**src/rtl/vram_arbiter.sv**
```systemverilog
// vram_arbiter: video-priority arbiter sharing one synchronous VRAM port with the CPU.
// Optional contention statistics counter: define VRAM_ARB_STATS_EN.
`default_nettype none

module vram_arbiter #(
  parameter int AW         = 14,
  parameter int STARVE_MAX = 6
) (
  input  logic          clk,
  input  logic          rst,
`ifdef VRAM_ARB_STATS_EN
  input  logic          stat_clr,
  output logic [15:0]   stat_cont,
`endif
  input  logic          vid_req,
  input  logic [AW-1:0] vid_addr,
  output logic [7:0]    vid_data,
  output logic          vid_valid,
  input  logic          cpu_req,
  input  logic          cpu_we,
  input  logic [AW-1:0] cpu_addr,
  input  logic [7:0]    cpu_wdata,
  output logic [7:0]    cpu_rdata,
  output logic          cpu_ack,
  output logic          cpu_wait,
  output logic          cpu_starved,
  output logic [AW-1:0] mem_addr,
  output logic [7:0]    mem_wdata,
  output logic          mem_we,
  input  logic [7:0]    mem_rdata
);

  localparam logic [2:0] C_IDLE   = 3'd0;
  localparam logic [2:0] C_PEND   = 3'd1;
  localparam logic [2:0] C_FLIGHT = 3'd2;
  localparam logic [2:0] C_ACK    = 3'd3;
  localparam logic [2:0] C_HOLD   = 3'd4;

  localparam logic [4:0] STARVE_TH = 5'(STARVE_MAX);

  logic [2:0]    state_q, state_d;
  logic [3:0]    cont_q;
  logic          vid_p1_q, cpu_rd_p1_q, vid_valid_q;
  logic [7:0]    vid_data_q, cpu_rdata_q;
  logic [AW-1:0] mem_addr_q;
  logic [7:0]    mem_wdata_q;
  logic          vid_issue, cpu_issue, wait_w;
  logic [4:0]    cont_now;

  always_comb begin
    vid_issue = vid_req && !rst;
    cpu_issue = !vid_req && (state_q == C_PEND) && !rst;
    // A request rising this cycle already counts as waiting if video holds the port.
    wait_w    = !rst && vid_req &&
                ((state_q == C_PEND) || ((state_q == C_IDLE) && cpu_req));
    cont_now  = {1'b0, cont_q} + {4'b0, wait_w};
  end

  always_comb begin
    state_d = state_q;
    case (state_q)
      C_IDLE:   if (cpu_req)   state_d = C_PEND;
      C_PEND:   if (cpu_issue) state_d = C_FLIGHT;
      C_FLIGHT:                state_d = C_ACK;
      C_ACK:                   state_d = C_HOLD;
      C_HOLD:   if (!cpu_req)  state_d = C_IDLE;
      default:                 state_d = C_IDLE;
    endcase
  end

  always_comb begin
    mem_addr  = mem_addr_q;
    mem_wdata = mem_wdata_q;
    mem_we    = 1'b0;
    if (rst) begin
      mem_addr  = '0;
      mem_wdata = '0;
    end else if (vid_issue) begin
      mem_addr  = vid_addr;
    end else if (cpu_issue) begin
      mem_addr  = cpu_addr;
      mem_wdata = cpu_wdata;
      mem_we    = cpu_we;
    end
  end

  always_ff @(posedge clk) begin
    if (rst) begin
      state_q     <= C_IDLE;
      cont_q      <= '0;
      vid_p1_q    <= 1'b0;
      cpu_rd_p1_q <= 1'b0;
      vid_valid_q <= 1'b0;
      vid_data_q  <= '0;
      cpu_rdata_q <= '0;
      mem_addr_q  <= '0;
      mem_wdata_q <= '0;
    end else begin
      state_q     <= state_d;
      vid_p1_q    <= vid_issue;
      cpu_rd_p1_q <= cpu_issue && !cpu_we;
      vid_valid_q <= vid_p1_q;
      mem_addr_q  <= mem_addr;
      mem_wdata_q <= mem_wdata;
      if (vid_p1_q)    vid_data_q  <= mem_rdata;
      if (cpu_rd_p1_q) cpu_rdata_q <= mem_rdata;
      if (cpu_issue)
        cont_q <= '0;
      else if (wait_w && (cont_q != 4'hF))
        cont_q <= cont_q + 4'd1;
    end
  end

`ifdef VRAM_ARB_STATS_EN
  logic [15:0] stat_q;

  always_ff @(posedge clk) begin
    if (rst || stat_clr)
      stat_q <= '0;
    else if (wait_w && (stat_q != 16'hFFFF))
      stat_q <= stat_q + 16'd1;
  end

  assign stat_cont = stat_q;
`endif

  // The starvation flag includes the current contended cycle so it rises on the Nth one.
  assign cpu_starved = !rst && (cont_now >= STARVE_TH);
  assign cpu_wait    = wait_w;
  assign cpu_ack     = !rst && (state_q == C_ACK);
  assign vid_valid   = !rst && vid_valid_q;
  assign vid_data    = vid_data_q;
  assign cpu_rdata   = cpu_rdata_q;

endmodule

`default_nettype wire

```
**config.mk**
```make
export PLATFORM = sky130hd
export DESIGN_NAME = vram_arbiter
export DESIGN_NICKNAME = d
export VERILOG_FILES = /design/src/rtl/vram_arbiter.sv
export SDC_FILE = /design/constraint.sdc
export NUM_CORES = 1
export LEC_CHECK = 0
export ABC_AREA = 1
export BUFFER_PORTS_ARGS = -buffer_cell sky130_fd_sc_hd__buf_2
export CAP_MARGIN = 20
export CORE_MARGIN = 2
export CORE_UTILIZATION = 47
export CTS_CLUSTER_SIZE = 8
export DETAILED_ROUTE_END_ITERATION = 8
export PLACE_DENSITY = 0.9
export SLEW_MARGIN = 25
export SYNTH_ARGS = -nofsm -noshare
export SYNTH_HDL_FRONTEND = slang
export SYNTH_SLANG_ARGS = --single-unit
```
**constraint.sdc**
```tcl
create_clock -name clk -period 2.4 [get_ports clk]
set_input_delay 0.48 -clock clk [delete_from_list [all_inputs] [get_ports clk]]
set_output_delay 0.48 -clock clk [all_outputs]
set_load 0.05 [all_outputs]
```
==> summary.txt <==
Hold path
  – WHS Endpoint: cpu_rd_p1_q
  – Hold Startpoint: cpu_we
  – Hold depth: 2
  – Min-Delay Path Class: in2reg

Critical path
  – Crit path launch: state_q[0]
  – Critical path's slowest cell: dfxtp_1
  – Crit path buffers/inverters: 2
  – Critical Path RT: 1920 ps
  – R2R depth: 7
  – R2R Setup Slk: 990 ps
  – RR Startpoint: state_q[0]
  – Crit path DAT: 1810 ps
  – Crit path max fanout: 4
  – CP peak stage delay: 420 ps
  – Worst setup EP type: output port
  – Critical path class: reg2out
  – Startpoint types: flip-flop
  – Delay-heaviest family, CP: flip-flops
  – CP Cell Sequence: o21ai_2 > nor2_4 > ha_4 > ha_1 > inv_1 > nand3_1 > o21ai_1 > a21oi_4 > buf_6
  – Reg-to-Reg End: mem_wdata_q[4]

GRT
  – Gr usage total: 21.4%
  – Grt total ovfl: 0
  – Pin count of the biggest net entering global routing: 18
  – Initial antenna violation count: 0
  – First-pass GRT wire length: 8690 um
  – Vias in the first global route: 2041

STA
  – Final TNS setup: 0 ps
  – RSZ-0062 raised after global routing: true
  – Final worst-path cycle share: 95.6%
  – Worst hold slack: 358 ps
  – Fmax: 0.436 GHz
  – Post-route setup slack: 107 ps
  – Tightest Pin Transition: 312 ps
  – Final Max Slew Viols: 0
  – Hold Fails Final Rpt: 0
  – Final Setup Violations: 0
  – Minimum clock period: 2290 ps
  – Worst Skew: 13.6 ps
  – Worst slew margin: 79.2%

Synth
  – Ys Warns: 0
  – Synth Area per Inst: 6.69 um^2
  – Adder-cell area share of the yosys netlist: 1.81%
  – Synth Area in Simple Gates: 39.5%
  – Post-synthesis mux area share: 0%
  – Synthesis-stage register bit count: 48
  – Post-synthesis net count: 362
  – Synth cell types: 20
  – Synthesized area: 0.00207 mm^2
  – Synth Area in Compound Gates: 6.64%
  – Main combinational cell family by area after synthesis: simple AND/OR/NAND/NOR gates
  – Post-synthesis sequential area ratio: 46.3%
  – Cells after synthesis: 310
  – Synth Area in XOR/XNOR: 0%

Clocking
  – H-tree depth: 2
  – CTS root buf: clkbuf_8
  – CTS tree: yes
  – Clk_lat worst skew: 300 ps
  – Reg clk slew, reported paths: 80 ps
  – Max clock buf depth: 2
  – # clock sinks: 48
  – Num CTS Buffers: 5

Pwr
  – Switching pwr: 559 uW
  – Net Sw Frac: 32.4%
  – Worst VDD drop: 0.000451 V
  – P_int: 1.16 mW
  – Power Density: 604 mW/mm^2
  – Reg power frac: 50.0%
  – Pleak: 1.66 nW
  – Total Power: 1.72 mW
  – Clock share of power: 27.7%
  – Combinational Power Share: 22.3%

Floorplanning
  – Die Area: 0.00496 mm^2
  – Num ports: 92
  – Core area: 0.00429 mm^2
  – Starting Density: 48.3%
  – # rows: 24
  – Die Wd: 70.4 um
  – Die height: 70.4 um

Routing
  – Via Count: 2253
  – Final wirelength: 5150 um
  – Drt pass-1 iters: 4
  – DRT iter0 DRCs: 134
  – DRC: 0
  – Post-route ant nets: 0
  – Routed vias/inst: 4.78
  – Avg WL per Cell: 10.9 um

Job
  – Max Cap Viol: 0

Finish
  – Layout cell share with drive strength beyond 1: 31.0%
  – Finished Core Util: 66.4%
  – Synth-to-layout area growth: 37.5%
  – Nets: 470
  – Inserted Diodes: 0

Place
  – Setup WS pre-CTS: -14.2 ps
  – IO buf count: 91
  – GP Congestion: 0.821
  – DP HPWL: 3870 um

Outcome
  – Status: finished clean
[what timing repair did]
action | CTS | global route
pin swaps | 1 | 3
gates resized for setup | 4 | 10
setup endpoints to repair | 10 | 22
setup buffers | 0 | 7
hold buffers | 0 | 0
cloned | 1 | 0
[metal layers]
| layer | GRT usage, % | vias to the layer above | routed length [um] |
|---|---|---|---|
| li1 | - | 1175 | - |
| met1 | 25.7 | 1010 | 2170 |
| met2 | 38.5 | 64 | 2710 |
| met3 | 4.18 | 4 | 237 |
| met4 | 5.56 | 0 | 37 |
| met5 | 0 | - | 0 |
[power by group through the flow]
stage	clock network, mW	registers [mW]	logic (mW)
final	0.477	0.861	0.385
after global routing	0.531	0.867	0.419
after CTS	0.488	0.860	0.373
after detailed placement	0	0.878	0.368
after global placement	0	0.876	0.362
after floorplan	0	0.918	0.212
[cells in the mapped netlist, drive strengths merged]
master	n	area share (%)
nand3	13	3.1
nor2	46	8.8
inv	20	3.6
clkinv	1	0.18
o21ai	19	4.6
o211ai	1	0.36
dfxtp	48	46
nand2	143	26
buf	5	1.7
nor3	1	0.78
nand4	2	0.60
clkbuf	1	0.18
a21oi	7	1.7
ha	3	1.8
[how the worst max path moves through the flow]
stage	endpoint	slack, ps	cells after the start
global placement	cpu_starved	50	8
detailed placement	cpu_starved	-10	8
CTS	cpu_starved	40	10
finish	cpu_starved	110	9
floorplan	cpu_starved	10	9
global route	cpu_starved	-20	10
[layout by cell type, fill, tap and decap left out, types with 2 or more instances in the layout]
master,netlist,routed
nor2_2,1,3
nand3_1,13,12
o21ai_0,19,17
dfxtp_1,48,47
nand4_1,2,2
buf_4,2,14
inv_1,19,17
a21oi_1,7,6
nand2_1,141,141
nor2_1,44,42
ha_1,3,2
clkinvlp_4,0,3
clkbuf_8,0,5
clkbuf_4,0,5
inv_2,1,2
buf_2,2,85
nor2_4,1,2
[final cells by class]
cell class | count | area (um^2)
inverter | 21 | 82.6
fill | 386 | 1440
tap | 52 | 65.1
clock buffer | 5 | 68.8
timing repair buffer | 106 | 599
sequential | 48 | 965
clock inverter | 3 | 23.8
multi-input combinational | 236 | 1050
[metrics by stage]
step,instance area [um^2],cells
finish,2850,471
global route,2850,471
CTS,2770,464
detailed placement,2670,455
global placement,2670,455
floorplan,2110,310
[state kept, by name, indices dropped and copies added (netlist names)]
| register | cells |
|---|---|
| cpu_rd_p1_q | 1 |
| mem_addr_q | 14 |
| mem_wdata_q | 8 |
| cont_q | 4 |
| state_q | 3 |
| cpu_rdata | 8 |
| vid_p1_q | 1 |
| vid_valid_q | 1 |
| vid_data | 8 |
[cell families after synthesis]
family          Yosys count
simple gates            205
buf+inv                  27
fa+ha+maj                 3
flops                    48
compound gates           27
[worst register-to-register path, stage by stage, from the launching register on]
cell and delay [ps]:
dfxtp_1 420, nand2_2 120, nor3_4 220, buf_4 170, nor2_2 40, buf_4 170
nand2_1 100, nand2_1 70
Note: power is estimated with default switching activity, not from simulation.
